## src/rtl/if_id_pipe_reg_pkg.sv

```systemverilog
// rtl/if_id_pipe_reg_pkg.sv - default widths, field offsets and state encoding for the IF/ID register
package cpu_pipe_pkg;

    localparam int DEFAULT_INSTR_W = 32;
    localparam int DEFAULT_PC_W    = 32;
    localparam int DEFAULT_OP_W    = 4;
    localparam int DEFAULT_REG_W   = 6;
    localparam int NOP_OP          = 0;

    localparam int OP_LSB = DEFAULT_INSTR_W - DEFAULT_OP_W;
    localparam int RD_LSB = OP_LSB - DEFAULT_REG_W;
    localparam int RS_LSB = RD_LSB - DEFAULT_REG_W;
    localparam int RT_LSB = RS_LSB - DEFAULT_REG_W;

    typedef enum logic [1:0] {
        EMPTY = 2'd0,
        ONE   = 2'd1,
        TWO   = 2'd2
    } ifid_state_t;

    // idx 0 = opcode, 1 = rd, 2 = rs, 3 = rt; fields packed MSB-first from the top of width
    function automatic int field_lsb(input int width, input int op_w, input int reg_w, input int idx);
        if (idx == 0) return width - op_w;
        return width - op_w - idx * reg_w;
    endfunction

endpackage

```

## src/rtl/if_id_pipe_reg_if.sv

```systemverilog
// rtl/if_id_pipe_reg_if.sv - fetch-side and decode-side handshake bundle of the IF/ID register
interface if_id_pipe_reg_if
    import cpu_pipe_pkg::*;
#(
    parameter int INSTR_W = DEFAULT_INSTR_W,
    parameter int PC_W    = DEFAULT_PC_W,
    parameter int OP_W    = DEFAULT_OP_W,
    parameter int REG_W   = DEFAULT_REG_W
);

    logic               in_valid;
    logic               in_ready;
    logic [INSTR_W-1:0] instr;
    logic [PC_W-1:0]    pc_if;
    logic               flush;
    logic               out_valid;
    logic               out_ready;
    logic [OP_W-1:0]    opcode;
    logic [REG_W-1:0]   rd;
    logic [REG_W-1:0]   rs;
    logic [REG_W-1:0]   rt;
    logic [INSTR_W-1:0] instr_id;
    logic [PC_W-1:0]    pc_id;

    modport master (
        output in_valid, instr, pc_if, flush, out_ready,
        input  in_ready, out_valid, opcode, rd, rs, rt, instr_id, pc_id
    );

    modport slave (
        input  in_valid, instr, pc_if, flush, out_ready,
        output in_ready, out_valid, opcode, rd, rs, rt, instr_id, pc_id
    );

endinterface

```

## src/rtl/if_id_pipe_reg_instr_field_split.sv

```systemverilog
// rtl/if_id_pipe_reg_instr_field_split.sv - splits the held instruction into opcode/rd/rs/rt with bubble masking
module instr_field_split
    import cpu_pipe_pkg::*;
#(
    parameter int OP_W   = DEFAULT_OP_W,
    parameter int REG_W  = DEFAULT_REG_W,
    parameter int NOP_OP = cpu_pipe_pkg::NOP_OP
) (
    input  logic [OP_W+3*REG_W-1:0] fields_i,
    input  logic                    valid_i,
    output logic [OP_W-1:0]         opcode_o,
    output logic [REG_W-1:0]        rd_o,
    output logic [REG_W-1:0]        rs_o,
    output logic [REG_W-1:0]        rt_o
);

    localparam int FIELDS_W = OP_W + 3 * REG_W;
    localparam int OP_L     = field_lsb(FIELDS_W, OP_W, REG_W, 0);
    localparam int RD_L     = field_lsb(FIELDS_W, OP_W, REG_W, 1);
    localparam int RS_L     = field_lsb(FIELDS_W, OP_W, REG_W, 2);
    localparam int RT_L     = field_lsb(FIELDS_W, OP_W, REG_W, 3);

    always_comb begin
        opcode_o = OP_W'(NOP_OP);
        rd_o     = '0;
        rs_o     = '0;
        rt_o     = '0;
        if (valid_i) begin
            opcode_o = fields_i[OP_L +: OP_W];
            rd_o     = fields_i[RD_L +: REG_W];
            rs_o     = fields_i[RS_L +: REG_W];
            rt_o     = fields_i[RT_L +: REG_W];
        end
    end

endmodule

```

## src/rtl/if_id_pipe_reg.sv

```systemverilog
// rtl/if_id_pipe_reg.sv - IF/ID pipeline register with 2-entry skid buffer; IFID_PERF_CNT_EN adds stall/flush counters
module if_id_pipe_reg
    import cpu_pipe_pkg::*;
#(
    parameter int INSTR_W = DEFAULT_INSTR_W,
    parameter int PC_W    = DEFAULT_PC_W,
    parameter int OP_W    = DEFAULT_OP_W,
    parameter int REG_W   = DEFAULT_REG_W,
    parameter int NOP_OP  = cpu_pipe_pkg::NOP_OP
) (
    input  logic           clock,
    input  logic           reset,
    if_id_pipe_reg_if.slave bus
`ifdef IFID_PERF_CNT_EN
    ,
    output logic [31:0]    stall_cnt,
    output logic [15:0]    flush_cnt
`endif
);

    localparam int FIELDS_W = OP_W + 3 * REG_W;

    if (FIELDS_W > INSTR_W) begin : g_width_check
        $fatal(1, "if_id_pipe_reg: OP_W + 3*REG_W exceeds INSTR_W");
    end

    ifid_state_t        state_q, state_d;
    logic               in_ready_q, in_ready_d;
    logic [INSTR_W-1:0] main_instr_q, main_instr_d;
    logic [PC_W-1:0]    main_pc_q, main_pc_d;
    logic [INSTR_W-1:0] skid_instr_q, skid_instr_d;
    logic [PC_W-1:0]    skid_pc_q, skid_pc_d;

    logic in_fire;
    logic out_fire;
    logic out_valid;

    assign out_valid = (state_q != EMPTY);
    assign in_fire   = bus.in_valid & in_ready_q;
    assign out_fire  = out_valid & bus.out_ready;

    always_comb begin
        state_d      = state_q;
        main_instr_d = main_instr_q;
        main_pc_d    = main_pc_q;
        skid_instr_d = skid_instr_q;
        skid_pc_d    = skid_pc_q;
        if (bus.flush) begin
            // redirect wins over everything; the flush-cycle offer is dropped
            state_d = EMPTY;
        end else begin
            unique case (state_q)
                EMPTY: begin
                    if (in_fire) begin
                        state_d      = ONE;
                        main_instr_d = bus.instr;
                        main_pc_d    = bus.pc_if;
                    end
                end
                ONE: begin
                    if (in_fire && out_fire) begin
                        main_instr_d = bus.instr;
                        main_pc_d    = bus.pc_if;
                    end else if (in_fire) begin
                        state_d      = TWO;
                        skid_instr_d = bus.instr;
                        skid_pc_d    = bus.pc_if;
                    end else if (out_fire) begin
                        state_d = EMPTY;
                    end
                end
                TWO: begin
                    if (out_fire) begin
                        state_d      = ONE;
                        main_instr_d = skid_instr_q;
                        main_pc_d    = skid_pc_q;
                    end
                end
                default: state_d = EMPTY;
            endcase
        end
        in_ready_d = (state_d != TWO);
    end

    always_ff @(posedge clock or posedge reset) begin
        if (reset) begin
            state_q      <= EMPTY;
            in_ready_q   <= 1'b1;
            main_instr_q <= '0;
            main_pc_q    <= '0;
            skid_instr_q <= '0;
            skid_pc_q    <= '0;
        end else begin
            state_q      <= state_d;
            in_ready_q   <= in_ready_d;
            main_instr_q <= main_instr_d;
            main_pc_q    <= main_pc_d;
            skid_instr_q <= skid_instr_d;
            skid_pc_q    <= skid_pc_d;
        end
    end

    assign bus.in_ready  = in_ready_q;
    assign bus.out_valid = out_valid;
    assign bus.instr_id  = main_instr_q;
    assign bus.pc_id     = main_pc_q;

    instr_field_split #(
        .OP_W   (OP_W),
        .REG_W  (REG_W),
        .NOP_OP (NOP_OP)
    ) u_split (
        .fields_i (main_instr_q[INSTR_W-1 -: FIELDS_W]),
        .valid_i  (out_valid),
        .opcode_o (bus.opcode),
        .rd_o     (bus.rd),
        .rs_o     (bus.rs),
        .rt_o     (bus.rt)
    );

`ifdef IFID_PERF_CNT_EN
    logic [31:0] stall_cnt_q;
    logic [15:0] flush_cnt_q;

    always_ff @(posedge clock or posedge reset) begin
        if (reset) begin
            stall_cnt_q <= '0;
            flush_cnt_q <= '0;
        end else begin
            if (out_valid && !bus.out_ready && (stall_cnt_q != '1))
                stall_cnt_q <= stall_cnt_q + 32'd1;
            if (bus.flush && (state_q != EMPTY) && (flush_cnt_q != '1))
                flush_cnt_q <= flush_cnt_q + 16'd1;
        end
    end

    assign stall_cnt = stall_cnt_q;
    assign flush_cnt = flush_cnt_q;
`endif

endmodule

```

## src/flat_wrapper.sv

```systemverilog
// flat-port wrapper written by rule: the top's interface ports become plain ports
module if_id_pipe_reg_flat import cpu_pipe_pkg::*;
#(
    parameter int INSTR_W = DEFAULT_INSTR_W,
    parameter int PC_W    = DEFAULT_PC_W,
    parameter int OP_W    = DEFAULT_OP_W,
    parameter int REG_W   = DEFAULT_REG_W,
    parameter int NOP_OP  = cpu_pipe_pkg::NOP_OP
)
  (clock, reset, bus_in_valid, bus_instr, bus_pc_if, bus_flush, bus_out_ready, bus_in_ready, bus_out_valid, bus_opcode, bus_rd, bus_rs, bus_rt, bus_instr_id, bus_pc_id);
  if_id_pipe_reg_if #(.INSTR_W(INSTR_W), .PC_W(PC_W), .OP_W(OP_W), .REG_W(REG_W)) bus_i ();
  input  logic clock;
  input  logic reset;
  input wire logic [$bits(bus_i.in_valid)-1:0] bus_in_valid;
  input wire logic [$bits(bus_i.instr)-1:0] bus_instr;
  input wire logic [$bits(bus_i.pc_if)-1:0] bus_pc_if;
  input wire logic [$bits(bus_i.flush)-1:0] bus_flush;
  input wire logic [$bits(bus_i.out_ready)-1:0] bus_out_ready;
  output wire logic [$bits(bus_i.in_ready)-1:0] bus_in_ready;
  output wire logic [$bits(bus_i.out_valid)-1:0] bus_out_valid;
  output wire logic [$bits(bus_i.opcode)-1:0] bus_opcode;
  output wire logic [$bits(bus_i.rd)-1:0] bus_rd;
  output wire logic [$bits(bus_i.rs)-1:0] bus_rs;
  output wire logic [$bits(bus_i.rt)-1:0] bus_rt;
  output wire logic [$bits(bus_i.instr_id)-1:0] bus_instr_id;
  output wire logic [$bits(bus_i.pc_id)-1:0] bus_pc_id;
  assign bus_i.in_valid = bus_in_valid;
  assign bus_i.instr = bus_instr;
  assign bus_i.pc_if = bus_pc_if;
  assign bus_i.flush = bus_flush;
  assign bus_i.out_ready = bus_out_ready;
  assign bus_in_ready = bus_i.in_ready;
  assign bus_out_valid = bus_i.out_valid;
  assign bus_opcode = bus_i.opcode;
  assign bus_rd = bus_i.rd;
  assign bus_rs = bus_i.rs;
  assign bus_rt = bus_i.rt;
  assign bus_instr_id = bus_i.instr_id;
  assign bus_pc_id = bus_i.pc_id;
  if_id_pipe_reg #(.INSTR_W(INSTR_W), .PC_W(PC_W), .OP_W(OP_W), .REG_W(REG_W), .NOP_OP(NOP_OP)) u_core (.clock(clock), .reset(reset), .bus(bus_i));
endmodule
```

## config.mk

```make
export PLATFORM = sky130hd
export DESIGN_NAME = if_id_pipe_reg_flat
export DESIGN_NICKNAME = d
export VERILOG_FILES = /design/src/rtl/if_id_pipe_reg_pkg.sv /design/src/rtl/if_id_pipe_reg_if.sv /design/src/rtl/if_id_pipe_reg_instr_field_split.sv /design/src/rtl/if_id_pipe_reg.sv /design/src/flat_wrapper.sv
export SDC_FILE = /design/constraint.sdc
export NUM_CORES = 1
export LEC_CHECK = 0
export CAP_MARGIN = 20
export CORE_MARGIN = 4
export CORE_UTILIZATION = 50
export CTS_BUF_LIST = sky130_fd_sc_hd__clkbuf_8
export DETAILED_ROUTE_END_ITERATION = 7
export GPL_TIMING_DRIVEN = 0
export MAX_ROUTING_LAYER = met4
export PLACE_DENSITY = 0.86
export SETUP_SLACK_MARGIN = 0.05
export SYNTH_ARGS = -nofsm -noshare
export SYNTH_HDL_FRONTEND = slang
export SYNTH_HIERARCHICAL = 1
export SYNTH_SLANG_ARGS = --single-unit
export TNS_END_PERCENT = 100
```

## constraint.sdc

```tcl
create_clock -name clock -period 5.3 [get_ports clock]
set_input_delay 1.06 -clock clock [delete_from_list [all_inputs] [get_ports clock]]
set_output_delay 1.06 -clock clock [all_outputs]
set_load 0.02 [all_outputs]
```

==> flow_summary.yaml, run 1 <==
outcome:
  outcome: "complete, no violations"
timing:
  setup_slack_ps: 2040
  rsz0062_at_grt: "false"
  relSlewSlack: 0.6011
  finalCritPeriodShare: 0.6151
  setup_violations: 0
  fmax_ghz: 0.3067
  setup_tns_ps: 0
  finalHoldViolCount: 0
  slew_violations: 0
  skew_ps: 7.473
  tightest_slew_ps: 598.4
  min_period_ps: 3260
drt:
  dr.pass1.iters: 4
  drtAntennaViolNets: 0
  vias: 4547
  drc: 0
  wire_per_inst_microns: 17.40
  drtIter0Drc: 175
  viasPerCell: 5.318
  totalWireLength_microns: 14880
synth:
  yosysUniqueCellTypes: 24
  synth.top_cell.area_share: 0.5768
  synth_common_cells: "130 x dfrtp_1, 130 x nand2_1, 66 x nor2_1"
  ys_ff_latch: 131
  synth_top_area_cell: "dfrtp_1"
  avgSynthCellArea_sq_um: 10.72
  synth_cells: 526
  synth_edf_count: 0
  async_flop_share: 1.000
  syn_nets: 595
  synth_ff_type: "dfrtp_1"
  synth_area_leaders: "dfrtp_1 58%, mux2_1 13%, nand2_1 8.7%"
  synth_area_sq_mm: 0.005640
  yosysWarnings: 6
  yosysSeqAreaShare: 0.5814
critical_path:
  arrival_ps: 2200
  critPathKind: "reg -> out"
  crit_path_start_kind: "flop"
  worstReg2RegStart: "u_core/bus.in_ready"
  cp.required_ps: 4240
  crit_fanout: 10
  r2r_end: "u_core/bus.pc_id[6]"
  r2r_slack_ps: 3500
  reg2reg_depth: 5
  endpoint_kind: "output pin"
floorplanning:
  initial_core_util: 0.5158
  io_pins: 157
  num_rows: 38
  die_h_microns: 114.2
  die_w_microns: 114.2
  core-area_sq_mm: 0.01094
  dieArea_sq_mm: 0.01304
grt:
  grt_pass1_wl_microns: 24320
  busiest_layer: "met2"
  grt_max_degree: 68
  antenna_found_initial: 0
  overflow: 0
  met2_usage: 0.4173
  use_met3: 0.06237
  grt_pass1_vias: 4924
  grt_util_met1: 0.2846
  grt_usage: 0.2464
clocking:
  post_cts_resized: 0
  clockRootBuffer: "clkbuf_8"
  cts_buffer_depth: 2
  cts_made_buffers: 17
  cts_setup_buffers: 0
  cts.sinks: 131
  cts_tree: "yes"
  htreeDepth: 4
  clock_latency_ps: 440
  cts_hold_buffers: 0
  path_clk_slew_ps: 70
worst_hold_path:
  hp-start: "u_core/skid_pc_q[5]"
  min_to: "u_core/skid_pc_q[5]"
  hold_path.class: "reg -> reg"
  hold_path_depth: 1
placed_design:
  routabilityCongestion: 0.7861
  pre_cts_ws_ps: 2484
  io_buffers: 156
  hpwl_microns: 10710
  place_inst: 823
cells_and_area:
  postLayoutCoreUtil: 0.7190
  drive_gt1_frac: 0.1119
  layoutNonFillerInstCount: 855
  antenna_cells: 0
  fillers: 812
  final_nets: 771
  area.growth.synth_to_final_pct: 39.40
power_and_ir_drop:
  peakVddDrop_mv: 0.2369
  finalPower_w: 0.003145
  leakagePower_nw: 3.462
  power_density_mw_per_mm2: 399.9
job:
  drv_cap: 0
==> how the worst max path moves through the flow <==
stage,from,end,slack [ps]
2_1_floorplan,reset,u_core/bus.instr_id[0],740
3_3_place_gp,reset,u_core/bus.instr_id[6],-870
3_5_place_dp,bus_out_ready,u_core/bus.pc_id[5],2480
4_1_cts,u_core/state_q[1],bus_rd[0],2010
5_1_grt,u_core/state_q[1],bus_rd[0],1970
6_report,u_core/state_q[1],bus_rd[1],2040
==> metrics by stage <==
stage	cell area [sq um]	hold slack [ps]
floorplan	5640	464.1
global placement	7377	472.9
detailed placement	7410	480.7
CTS	7863	497.5
global route	7863	502.1
finish	7863	495.4
==> layout make-up <==
cell class,instances,area (sq um),share of cell area
plain buffers,37,246.5,0.03135
clock buffers,19,261.5,0.03326
clock inverters,13,191.4,0.02435
inverters,1,8.758,0.001114
multi-input cells,357,2111,0.2685
flip-flops and latches,131,3279,0.4171
well taps,140,175.2,0.02228
repair buffers,157,1589,0.2021
==> kinds of logic after synthesis <==
logic type / count (synthesis) / synth area share
AND/OR/NAND/NOR: 224 / 0.1666
multiplexers: 64 / 0.1278
flip-flops: 131 / 0.5814
XOR/XNOR: 1 / 0.001553
buffers and inverters: 38 / 0.04437
AO/OA/AOI/OAI: 68 / 0.07831
==> where the power goes <==
group	total [W]	switching, W	internal (W)
Sequential	0.00140	0.000148	0.00125
Clock	0.000953	0.000376	0.000577
Combinational	0.000796	0.000385	0.000411
==> routing by layer <==
metal / share of wire / wire [microns] / vias to the layer above
met4: 0.016 / 237 / 0
met5: 0 / 0 / -
met1: 0.41 / 6067 / 2226
met3: 0.065 / 960 / 23
met2: 0.51 / 7617 / 169
li1: - / - / 2129
==> sequential cells by signal, indices dropped and copies added (netlist names) <==
signal and cells:
u_core/skid_pc_q 32, u_core/bus.in_ready 1, u_core/bus.pc_id 32, u_core/skid_instr_q 32, u_core/state_q 2, u_core/bus.instr_id 32
==> worst max-delay path, cell delays in order (launching register included) <==
cell and delay [ps]:
dfrtp_1 460, or2_2 400, buf_6 180, and2_2 170
clkdlybuf4s50_1 560
==> placed cells by master, fill, tap and decap left out, drive strengths merged <==
| cell | instances |
|---|---|
| a211o | 1 |
| a211oi | 1 |
| a2bb2oi | 1 |
| a31oi | 64 |
| and2 | 22 |
| buf | 31 |
| bufinv | 5 |
| clkbuf | 26 |
| clkdlybuf4s50 | 156 |
| clkinv | 3 |
| clkinvlp | 1 |
| dfrtp | 130 |
| dfstp | 1 |
| inv | 5 |
| mux2 | 64 |
| nand2 | 130 |
| nand2b | 1 |
| nand3b | 1 |
| nand4bb | 1 |
| nor2 | 66 |
| nor2b | 2 |
| o41ai | 1 |
| or2 | 1 |
| xor2 | 1 |
Power figures use the tool's default switching activity.
==> run 2, diff against run 1 <==
Clock period 5.3 ns to 3.1 ns, I/O delays scaled along.
==> run 2 against run 1 <==
Critical path depth unchanged. Largest power group unchanged. Global-route usage decreased by 0.76 points. Highest routed layer unchanged. Design area increased by 0.11%. Critical path type unchanged.
==> flow_summary.yaml, run 2 (synthesis gave the netlist of run 1 again) <==
timing:
  fmax_ghz: 0.3589
  finalCritPeriodShare: 0.8988
  min_period_ps: 2786
  setup_violations: 0
  tightest_slew_ps: 511.0
  skew_ps: 10.10
  slew_violations: 0
  relSlewSlack: 0.6593
  finalHoldViolCount: 0
  rsz0062_at_grt: "false"
  setup_tns_ps: 0
clocking:
  cts_buffer_depth: 2
  cts_made_buffers: 17
  htreeDepth: 4
  clockRootBuffer: "clkbuf_8"
  path_clk_slew_ps: 70
  clock_latency_ps: 420
  cts_hold_buffers: 0
  cts.sinks: 131
  cts_setup_buffers: 0
  post_cts_resized: 0
  cts_tree: "yes"
power_and_ir_drop:
  finalPower_w: 0.005300
  power.switching_w: 0.001566
  leakagePower_nw: 3.439
  p_int_w: 0.003733
  power_density_mw_per_mm2: 673.3
  pwr-share-clk: 0.293
  pwr-share-seq: 0.451
  p_comb_frac: 0.257
  peakVddDrop_mv: 0.3564
  swShare: 0.2955
floorplanning:
  initial_core_util: 0.5158
  core-area_sq_mm: 0.01094
  dieArea_sq_mm: 0.01304
  num_rows: 38
  die_h_microns: 114.2
  die_w_microns: 114.2
  io_pins: 157
drt:
  vias: 4612
  viasPerCell: 5.394
  wire_per_inst_microns: 17.18
  drc: 0
  totalWireLength_microns: 14690
  drtIter0Drc: 253
  drtAntennaViolNets: 0
  dr.pass1.iters: 4
grt:
  grt_pass1_wl_microns: 23940
  grt_max_degree: 45
  overflow: 0
  grt_pass1_vias: 4838
  antenna_found_initial: 0
  grt_usage: 0.2388
cells_and_area:
  final_common_cell: "clkdlybuf4s50_1"
  area.growth.synth_to_final_pct: 39.55
  postLayoutCoreUtil: 0.7198
  multi_input_area_sq_mm: 0.002111
  fin_area_sq_mm: 0.007871
  layoutNonFillerInstCount: 855
  register_area_sq_mm: 0.003279
  fillers: 809
  final_nets: 773
  drive_gt1_frac: 0.1175
  antenna_cells: 0
  layout_common_cells: "156 x clkdlybuf4s50_1, 130 x nand2_1, 130 x dfrtp_1"
worst_hold_path:
  hold_path.class: "reg -> reg"
critical_path:
  crit_fanout: 10
  critPathKind: "reg -> out"
  crit_path_start_kind: "flop"
  cp.required_ps: 2480
  arrival_ps: 2170
  endpoint_kind: "output pin"
outcome:
  outcome: "complete, no violations"
placed_design:
  routabilityCongestion: 0.7943
  io_buffers: 156
  hpwl_microns: 10810
  placed_area_sq_mm: 0.007441
  place_inst: 825
job:
  drv_cap: 0
[run 2: cell count changes in the layout (fill, tap and decap cells not counted), moves of 2 or more]
| cell | before | now |
|---|---|---|
| buf_12 | 0 | 3 |
| clkinv_4 | 1 | 3 |
| clkinvlp_4 | 1 | 4 |
| inv_1 | 4 | 0 |
[run 2: path summary, 6_finish.rpt]
path                       cells past startpoint                       to                     from  slack [ps]
min in group asynchronous                      2   u_core/skid_instr_q[2]                    reset         570
min reg2reg                                    1  u_core/skid_instr_q[25]  u_core/skid_instr_q[25]         490
min                                            1  u_core/skid_instr_q[25]  u_core/skid_instr_q[25]         490
max in group asynchronous                      4  u_core/bus.instr_id[19]                    reset        1730
max                                            4                bus_rd[0]        u_core/state_q[1]         310
max reg2reg                                    5  u_core/bus.instr_id[25]      u_core/bus.in_ready        1290
[run 2: layout make-up]
type                       instances  share of cell area
buffer                            37             0.03131
clock buffer                      18             0.03147
clock inverter                    12             0.02321
inverter                           1           0.0009537
multi-input combinational        357              0.2682
sequential                       131              0.4166
tap                              140             0.02225
timing repair buffer             159              0.2060
[run 2: worst max-delay path: stages, from the launching register on]
cell and delay (ps):
dfrtp_1 460, or2_2 400, buf_6 180, and2_2 170, clkdlybuf4s50_1 530
[run 2: per-layer routing]
metal  vias to the layer above  GRT usage  wire length, microns
met5                         -          -                     0
met4                         0    0.06888                   168
met3                        16    0.06078                  1021
met2                       171     0.4012                  7412
met1                      2302     0.2863                  6090
li1                       2123          -                     -
[run 2: metrics by stage]
| stage | worst slack (ps) | hold WS [ps] |
|---|---|---|
| after floorplan | 857.6 | 464.1 |
| after global placement | -236.6 | 472.9 |
| after detailed placement | 674.7 | 480.8 |
| after CTS | 291.0 | 496.3 |
| after global routing | 225.1 | 506.3 |
| final | 313.7 | 493.9 |
[run 2: power groups by stage]
stage,registers [W],clock network (W),logic (W)
6_report,0.00239,0.00155,0.00136
5_1_grt,0.00244,0.00165,0.00147
4_1_cts,0.00238,0.00158,0.00138
3_5_place_dp,0.00241,0,0.00137
3_3_place_gp,0.00238,0,0.00132
2_1_floorplan,0.00255,0,0.000526
==> run 3, diff against run 2 <==
==> constraint.sdc (replaced) <==
create_clock -name clock -period 3.1 [get_ports clock]
set_input_delay 0.93 -clock clock [delete_from_list [all_inputs] [get_ports clock]]
set_output_delay 0.93 -clock clock [all_outputs]
set_load 0.02 [all_outputs]
==> run 3 against run 2 <==
Design area fell by 0.21%. Cell count stayed put. Critical path depth shrank 1. Combinational power hardly changed. Flip-flop and latch count unchanged. Utilization fell by 0.15 points. Clock-buffer cell count is the same. Wire length is essentially flat. Sequential share of layout area grew 0.10 points.
==> flow_summary.yaml, run 3 (synthesis gave the netlist of run 1 again) <==
outcome:
  outcome: "complete, no violations"
grt:
  grt_usage: 0.2388
  grt_max_degree: 45
  antenna_found_initial: 0
  overflow: 0
  met2_usage: 0.4009
  use_met3: 0.06078
  grt_util_met1: 0.2867
  grt_pass1_vias: 4840
  grt_pass1_wl_microns: 23940
  busiest_layer: "met2"
critical_path:
  critPathKind: "reg -> out"
  r2r_end: "u_core/bus.instr_id[25]"
  crit_fanout: 7
  arrival_ps: 1980
  reg2reg_depth: 5
  endpoint_kind: "output pin"
  cp.required_ps: 2170
  worstReg2RegStart: "u_core/bus.in_ready"
  r2r_slack_ps: 1290
  crit_path_start_kind: "flop"
timing:
  tightest_slew_ps: 511.6
  skew_ps: 10.20
  relSlewSlack: 0.6589
  fmax_ghz: 0.3435
  slew_violations: 0
  setup_violations: 0
  finalCritPeriodShare: 0.9391
  min_period_ps: 2911
  finalHoldViolCount: 0
  setup_tns_ps: 0
  setup_slack_ps: 188.8
  rsz0062_at_grt: "false"
worst_hold_path:
  hold_path_depth: 1
  min_to: "u_core/skid_instr_q[25]"
  hp-start: "u_core/skid_instr_q[25]"
  hold_path.class: "reg -> reg"
clocking:
  htreeDepth: 4
  clockRootBuffer: "clkbuf_8"
  cts_buffer_depth: 2
  clock_latency_ps: 420
  cts.sinks: 131
  cts_made_buffers: 17
  path_clk_slew_ps: 70
  cts_setup_buffers: 0
  cts_hold_buffers: 0
  cts_tree: "yes"
power_and_ir_drop:
  p_int_w: 0.003712
  pwr-share-seq: 0.452
  leakagePower_nw: 3.536
  pwr-share-clk: 0.294
  p_comb_frac: 0.254
  peakVddDrop_mv: 0.3546
  swShare: 0.2963
  power_density_mw_per_mm2: 671.6
  power.switching_w: 0.001563
drt:
  totalWireLength_microns: 14690
  drtAntennaViolNets: 0
  viasPerCell: 5.408
  drc: 0
  dr.pass1.iters: 4
  wire_per_inst_microns: 17.18
  vias: 4624
  drtIter0Drc: 252
cells_and_area:
  antenna_cells: 0
  final_nets: 773
  final_common_cell: "clkdlybuf4s50_1"
  layout_common_cells: "136 x clkdlybuf4s50_1, 130 x nand2_1, 129 x dfrtp_1"
  area.growth.synth_to_final_pct: 39.26
  drive_gt1_frac: 0.1189
placed_design:
  routabilityCongestion: 0.7943
  pre_cts_ws_ps: 364.7
  hpwl_microns: 10810
  io_buffers: 156
floorplanning:
  dieArea_sq_mm: 0.01304
  io_pins: 157
  die_h_microns: 114.2
  core-area_sq_mm: 0.01094
  num_rows: 38
  initial_core_util: 0.5158
  die_w_microns: 114.2
job:
  drv_cap: 0
run 3: timing repair:
item | 4_1_cts | 5_1_grt
gates resized for setup | 18 | 3
setup endpoints to repair | 18 | 2
cloned | 0 | 0
run 3: how the worst max path moves through the flow:
stage	start	to	depth (start not counted)
finish	u_core/state_q[1]	bus_opcode[3]	3
global placement	reset	u_core/skid_pc_q[24]	2
floorplan	reset	u_core/bus.instr_id[0]	1
CTS	u_core/state_q[1]	bus_rs[5]	4
detailed placement	bus_in_valid	u_core/bus.instr_id[25]	6
global route	u_core/state_q[1]	bus_opcode[3]	3
run 3: power by group through the flow:
stage / registers [W] / logic, W / clock network (W)
floorplan: 0.00255 / 0.000526 / 0
global placement: 0.00238 / 0.00132 / 0
detailed placement: 0.00241 / 0.00137 / 0
CTS: 0.00238 / 0.00136 / 0.00158
global route: 0.00244 / 0.00144 / 0.00165
finish: 0.00239 / 0.00134 / 0.00155
run 3: layer usage:
metal	share of wire	vias to the layer above
li1	-	2122
met3	0.072	18
met1	0.41	2293
met2	0.50	191
met4	0.012	0
met5	0	-
run 3: critical path: stages, from the launching register on:
cell	delay (ps)
dfrtp_2	460
or2_2	390
and2_2	190
clkdlybuf4s50_1	530
run 3: layout make-up:
| cell class | count | area, sq um |
|---|---|---|
| Clock buffer | 18 | 247.7 |
| Sequential cell | 131 | 3281 |
| Clock inverter | 12 | 182.7 |
| Tap cell | 140 | 175.2 |
| Fill cell | 808 | 3080 |
| Inverter | 1 | 7.507 |
| Timing Repair Buffer | 159 | 1604 |
| Buffer | 37 | 246.5 |
| Multi-Input combinational cell | 357 | 2111 |
run 3: per-stage QoR:
stage	std cells	hold WS, ps	cell area, sq um	total power [W]	util
after CTS	855	496.3	7849	0.005315	0.7177
after detailed placement	825	480.8	7441	0.003787	0.6804
after floorplan	526	464.1	5644	0.003080	-
after global routing	855	506.3	7855	0.005527	0.7183
after global placement	822	472.9	7381	0.003694	0.6749
final	855	494.3	7855	0.005275	0.7183
